==> src/rtl/serial_subtractor.sv <==
// rtl/serial_subtractor.sv - bit-serial unsigned subtractor, LSB first, one full-subtractor cell plus borrow flop
module serial_subtractor #(
    parameter int WIDTH = 8
) (
    input  logic             clk,
    input  logic             rst_n,
    input  logic             start,
    input  logic [WIDTH-1:0] a,
    input  logic [WIDTH-1:0] b,
    output logic             busy,
    output logic             done,
    output logic [WIDTH-1:0] d,
    output logic             bout
);

    localparam int CW = $clog2(WIDTH + 1);

    typedef enum logic [1:0] {
        IDLE,
        SHIFT,
        DONE
    } state_t;

    state_t state, next_state;

    logic [WIDTH-1:0] sa;
    logic [WIDTH-1:0] sb;
    logic             br;
    logic [CW-1:0]    cnt;

    logic             diff_bit;
    logic             br_next;
    logic             last;
    logic             load;
    logic [WIDTH-1:0] sa_next;

    // Difference bits enter at the top of the minuend register as its bits leave at
    // the bottom, so after WIDTH shifts sa holds the full difference.
    always_comb begin
        diff_bit = sa[0] ^ sb[0] ^ br;
        br_next  = (~sa[0] & sb[0]) | (~(sa[0] ^ sb[0]) & br);
        sa_next  = {diff_bit, sa[WIDTH-1:1]};
        last     = (cnt == CW'(WIDTH - 1));
    end

    always_comb begin
        next_state = state;
        load       = 1'b0;
        busy       = 1'b0;
        done       = 1'b0;
        case (state)
            IDLE: begin
                if (start) begin
                    load       = 1'b1;
                    next_state = SHIFT;
                end
            end
            SHIFT: begin
                busy = 1'b1;
                if (last) begin
                    next_state = DONE;
                end
            end
            DONE: begin
                done = 1'b1;
                if (start) begin
                    load       = 1'b1;
                    next_state = SHIFT;
                end else begin
                    next_state = IDLE;
                end
            end
            default: next_state = IDLE;
        endcase
    end

    always_ff @(posedge clk) begin
        if (!rst_n) begin
            state <= IDLE;
            sa    <= '0;
            sb    <= '0;
            br    <= 1'b0;
            cnt   <= '0;
            d     <= '0;
            bout  <= 1'b0;
        end else begin
            state <= next_state;
            if (load) begin
                sa  <= a;
                sb  <= b;
                br  <= 1'b0;
                cnt <= '0;
            end else if (state == SHIFT) begin
                sa  <= sa_next;
                sb  <= {1'b0, sb[WIDTH-1:1]};
                br  <= br_next;
                cnt <= cnt + 1'b1;
                if (last) begin
                    d    <= sa_next;
                    bout <= br_next;
                end
            end
        end
    end

endmodule

==> config.mk <==
export PLATFORM = sky130hd
export DESIGN_NAME = serial_subtractor
export DESIGN_NICKNAME = d
export VERILOG_FILES = /design/src/rtl/serial_subtractor.sv
export SDC_FILE = /design/constraint.sdc
export NUM_CORES = 1
export LEC_CHECK = 0
export ABC_CLOCK_PERIOD_IN_PS = 2310
export CELL_PAD_IN_SITES_DETAIL_PLACEMENT = 1
export CELL_PAD_IN_SITES_GLOBAL_PLACEMENT = 1
export CORE_UTILIZATION = 40
export CTS_CLUSTER_DIAMETER = 30
export CTS_CLUSTER_SIZE = 24
export DETAILED_ROUTE_END_ITERATION = 6
export GPL_TIMING_DRIVEN = 1
export PLACE_DENSITY_LB_ADDON = 0.1
export SLEW_MARGIN = 20
export SYNTH_ARGS = -nofsm -noshare
export SYNTH_HDL_FRONTEND = slang
export SYNTH_SLANG_ARGS = --single-unit
==> constraint.sdc <==
create_clock -name clk -period 2.31 [get_ports clk]
set_input_delay 0.693 -clock clk [delete_from_list [all_inputs] [get_ports clk]]
set_output_delay 0.693 -clock clk [all_outputs]
set_load 0.05 [all_outputs]
After elaboration in Yosys (flattened, before gate mapping)
Cells that the tools add are included.
Storage, ports and cells
  register bits: 32
  input port bits: 19
  word-level logic and storage cells: 40
Operators by class
  add/sub/neg operators: 1
  eq/ne operators: 5
  muxes and demuxes: 12
  bitwise gates (word level): 9
  reduce and logical (&&, ||, !) cells: 6
Operators with widths (count)
  $mux 8: 4
  $pmux 2 s3: 1
  $mux 1: 5
  $add 4x1->4 const B: 1
  $eq 4x3->1 const B: 1
  $mux 2: 2
  $ne 2x2->1 const B: 2
  $not 1->1: 4
  $reduce_or 2->1: 2
  $reduce_and 3->1: 1
  $and 1x1->1: 2
  $eq 2x1->1 const B: 1
  $eq 2x2->1 const B: 1
  $logic_not 2->1: 1
  $reduce_and 2->1: 1
  $reduce_bool 2->1: 1
  $xor 1x1->1: 2
  $or 1x1->1: 1

Depth between registers and ports, before layout
  depth in word-level cells: 5
  gate-level depth with buffers: 5
  gate-level depth less buffers: 4

Least setup slack after synthesis
Ideal clock, no wire load.
  kind: register to output
  start: register state[1]
  end: output port busy
  arrival: 0.856 ns
  slack: 0.761 ns
  stages on the path, launching flop included: 4
  path buffers: 1
  path through: dfxtp_1 -> nand2b_2 -> inv_2 -> buf_2
Between the ends
  word-level cells in the longest chain between the ends: 2
Ends and longest elaborated chain
  start, declared: line 24  | state_t state, next_state;
  start signal, assigned: line 87  | state <= next_state;
  $eq 2x1->1: line 51  | case (state)
  $mux 1: line 51
  end, declared: line 10  | output logic busy,
No other way between the ends.

Worst setup path in the final report
  start: register d[4]
  end: output port d[4]
RTL lines
  start, declared: line 12  | output logic [WIDTH-1:0] d,
  start signal, assigned: line 99  | d <= sa_next;
No word-level cell between the ends.

==> run summary <==
The number of buffers and inverters on the critical path is 1. The critical path goes through clkdlybuf4s50_1. The run finished with clean final reports. The detail route stage leaves a number of antenna-violating nets equal to 0. For this run, the post-layout net count is 206. Derived from the worst setup path, the maximum achievable clock frequency is 452 MHz.

Cell internal power was estimated by the tool at 0.884 mW. Clock latency on the worst-skew pair, taken at its later pin, is 0.34 ns. In this run, synthesis produced a sequential element count of 32. For the number of pins exceeding their max-slew limit in the final report, the log shows 0. The worst setup path is captured at an output pin. The required time at the worst-slack endpoint was 1.62 ns. By area, the combinational part of the netlist is dominated by simple AND/OR/NAND/NOR gates. Compound-gate portion of the synthesized area: 0.150. 30 I/O pins were placed. Number of synthesized flops with an enable pin: 0. Counting every instance in the synthesized netlist gives 155. The share of power burned in the clock network was 0.360; the DRC marker count from the first detailed-route iteration was 26.

Input and output buffers added on the ports amount to 29. The synthesized-area fraction occupied by xor and xnor cells was 0.0126; the vias after detailed routing was 1194. The routed wirelength normalized by instance count is 13.9 µm, and the peak supply drop is 0.373 mV.

For the relative contribution of sequential cells to total power, the log shows 0.504. The core area is 0.00334 mm². The worst hold path stage count is 2.

The run gives 0.418 as the effective utilization at floorplan. In this run the deepest clock path goes through 2 buffers. The floorplan step defined a die boundary enclosing 0.00373 mm². The mapped cell area was 0.00140 mm²; the critical-path maximum fanout was 2. The final core utilization is 0.533, and the count of instances resized after the clock tree is built is 0. Across the run, the number of max-cap violations was 0. The number of global-route vias before repair was 1173. For this design, the slowest cell found on the critical path is clkdlybuf4s50_1. The worst setup path is of the flop to output pin kind.

The type of element launching the critical path was a flop. Setup repair after global routing left no endpoint under its margin. The final sum of negative setup slack was 0 ns.

The most frequent standard cell in the layout excluding fill and tap cells is nand2_1. Power spread over the standard cell area amounts to 672 mW/mm². The logs give 5 for the number of clock buffers inserted by TritonCTS and 0 for the number of antenna violations at the first check in global routing. After clock tree synthesis, the clock-pin slew on the worst setup and hold paths is 0.11 ns. The H-tree generated during clock tree synthesis spans 2 levels. The number of search-and-repair iterations in the first detailed-routing pass is 4, and the count of warnings emitted by yosys is 0. The min-delay analysis places its worst path in the category flop to flop. The area growth from synthesis to final layout is 27.5%, and the reported leakage power is 0.642 nW. The proportion of synthesized chip area in sequential cells is 0.459, and the worst-case clock skew is 0.0109 ns. The run gives 0.312 mW as the switching power. The distinct cell type count after synthesis was 32; the horizontal die dimension was 61.1 µm.

The share of the clock period used by the worst path is 0.957, and the area of placed instances is 0.00170 mm². The run gives 0.136 as the power share of the combinational group. The met1 usage in global routing was 0.257. The adder-cell share of the synthesized area is 0.0233. The library cells used most frequently in the layout, excluding fill and tap cells, are 35 x nand2_1, 32 x dfxtp_1, 27 x clkdlybuf4s50_1. The tools report the met3 track demand over resource as 0.0735. Measured in cells, the most critical reg-to-reg path has a length of 4. The clock root buffer master was clkbuf_4. The final weighted congestion in routability-driven placement was 0.695; the actual slew at the worst max-slew pin was 0.495 ns.

Met2 routing resource usage after global routing: 0.314. In the synthesized netlist the dominant register cell turns out to be dfxtp_1. The number of stages on the worst setup path came out at 1.

Grouping stages by cell kind, the critical path spends the most delay in buffers and inverters. After clock tree synthesis, the flow added hold-fix buffers numbering 0. TritonCTS built the clock tree. The clock period could shrink to 2.21 ns. The layer with the highest usage is met2.

The run gives 1.52 ns as the data arrival at the endpoint of the critical path. When the netlist entered floorplanning its net count stood at 176. Diode insertion count for antenna repair: 0. The final-report hold violation count was 0; the final design instance area without fill was 0.00178 mm². For this run, design rule violations remaining after detail routing come to 0.

Setup violations remaining at the end of the flow were counted as 0. The first global-routing pass estimated 5.35 mm of wire. The layout cell share with drive strength beyond 1 is 0.102. The share of flip-flops with an asynchronous set or reset after synthesis works out to 0. The delay of the slowest cell on the worst path is 0.81 ns.

The ratio of routed vias to standard cells came out at 5.15. The clock drives 32 sinks. After floorplanning, the core was divided into 21 placement rows.

The switching part of the total power came out at 0.261. The portion of netlist area occupied by mux cells came out at 0.0646. In this run the vertical extent of the chip is 61.1 µm. The all-layer global routing usage was 0.202; the overflow left after global routing was 0. The tools report the normalized max-slew margin as 0.669. Synthesized area per cell: 9.00 µm². The total routed wirelength was 3.23 mm. The area share of and/or/nand/nor cells after synthesis was 0.213; the largest net degree at the start of global routing was 21.

The buffer count from post-CTS setup fixing was 0.
==> cells by family after synthesis <==
kind of cell,Yosys count
buffers and inverters,15
muxes,9
DFF,32
adders and majority gates,2
xor gates and xnor gates,2
AOI/OAI and AO/OA,32
and+or+nand+nor,63
==> metrics by stage <==
step                total power, mW  worst slack, ns  hold WS, ns  cells
floorplan                     0.721            0.761        0.448    155
global placement              0.771            0.400        0.441    224
detailed placement            0.778            0.312        0.457    224
CTS                            1.21           0.0866        0.472    232
global route                   1.25           0.0378        0.491    232
finish                         1.20           0.0984        0.466    232
==> synthesized netlist by cell type, drive strengths merged, types with 2 or more instances <==
cell type / number / area share
dfxtp: 32 / 0.46
and2b: 2 / 0.011
a22oi: 4 / 0.022
mux2i: 9 / 0.065
o221ai: 4 / 0.025
inv: 3 / 0.0081
nand2b: 3 / 0.015
nand2: 35 / 0.094
nor3: 4 / 0.014
a31oi: 7 / 0.031
a21oi: 3 / 0.011
clkbuf: 3 / 0.0081
nand3: 6 / 0.022
buf: 9 / 0.061
nor2: 8 / 0.033
nand3b: 2 / 0.011
a21boi: 5 / 0.027
o21ai: 8 / 0.029
==> flip-flops by register name, summed over array words and instances (netlist names) <==
signal / cells
br: 1
sb: 8
bout: 1
d: 8
state: 2
cnt: 4
sa: 8
==> layer usage <==
layer	wire [µm]	part of all wire	vias up
li1	-	-	587
met1	1520	0.47	567
met4	53	0.016	0
met2	1500	0.46	34
met5	0	0	-
met3	163	0.050	6
==> area by class of cell <==
class	instances	area [µm²]
Timing Repair Buffer	35	343
Fill cell	418	1560
Clock inverter	3	42.5
Inverter	3	11.3
Clock buffer	5	37.5
Multi-Input combinational cell	108	647
Sequential cell	32	641
Tap cell	46	57.6
==> power groups by stage <==
stage	logic [mW]	registers, mW	clock network (mW)
after floorplan	0.113	0.608	0
after global placement	0.158	0.613	0
after detailed placement	0.164	0.614	0
after CTS	0.166	0.602	0.440
after global routing	0.180	0.607	0.467
final	0.163	0.603	0.431
==> final timing paths <==
| path | from | slack (ns) | end |
|---|---|---|---|
| max | d[4]$_SDFFE_PN0P_ | 0.1 | d[4] |
| min | d[6]$_SDFFE_PN0P_ | 0.47 | d[6]$_SDFFE_PN0P_ |
| min reg2reg | d[6]$_SDFFE_PN0P_ | 0.47 | d[6]$_SDFFE_PN0P_ |
| max reg2reg | cnt[0]$_SDFFE_PP0N_ | 0.96 | d[1]$_SDFFE_PN0P_ |
Power figures use the tool's default switching activity.
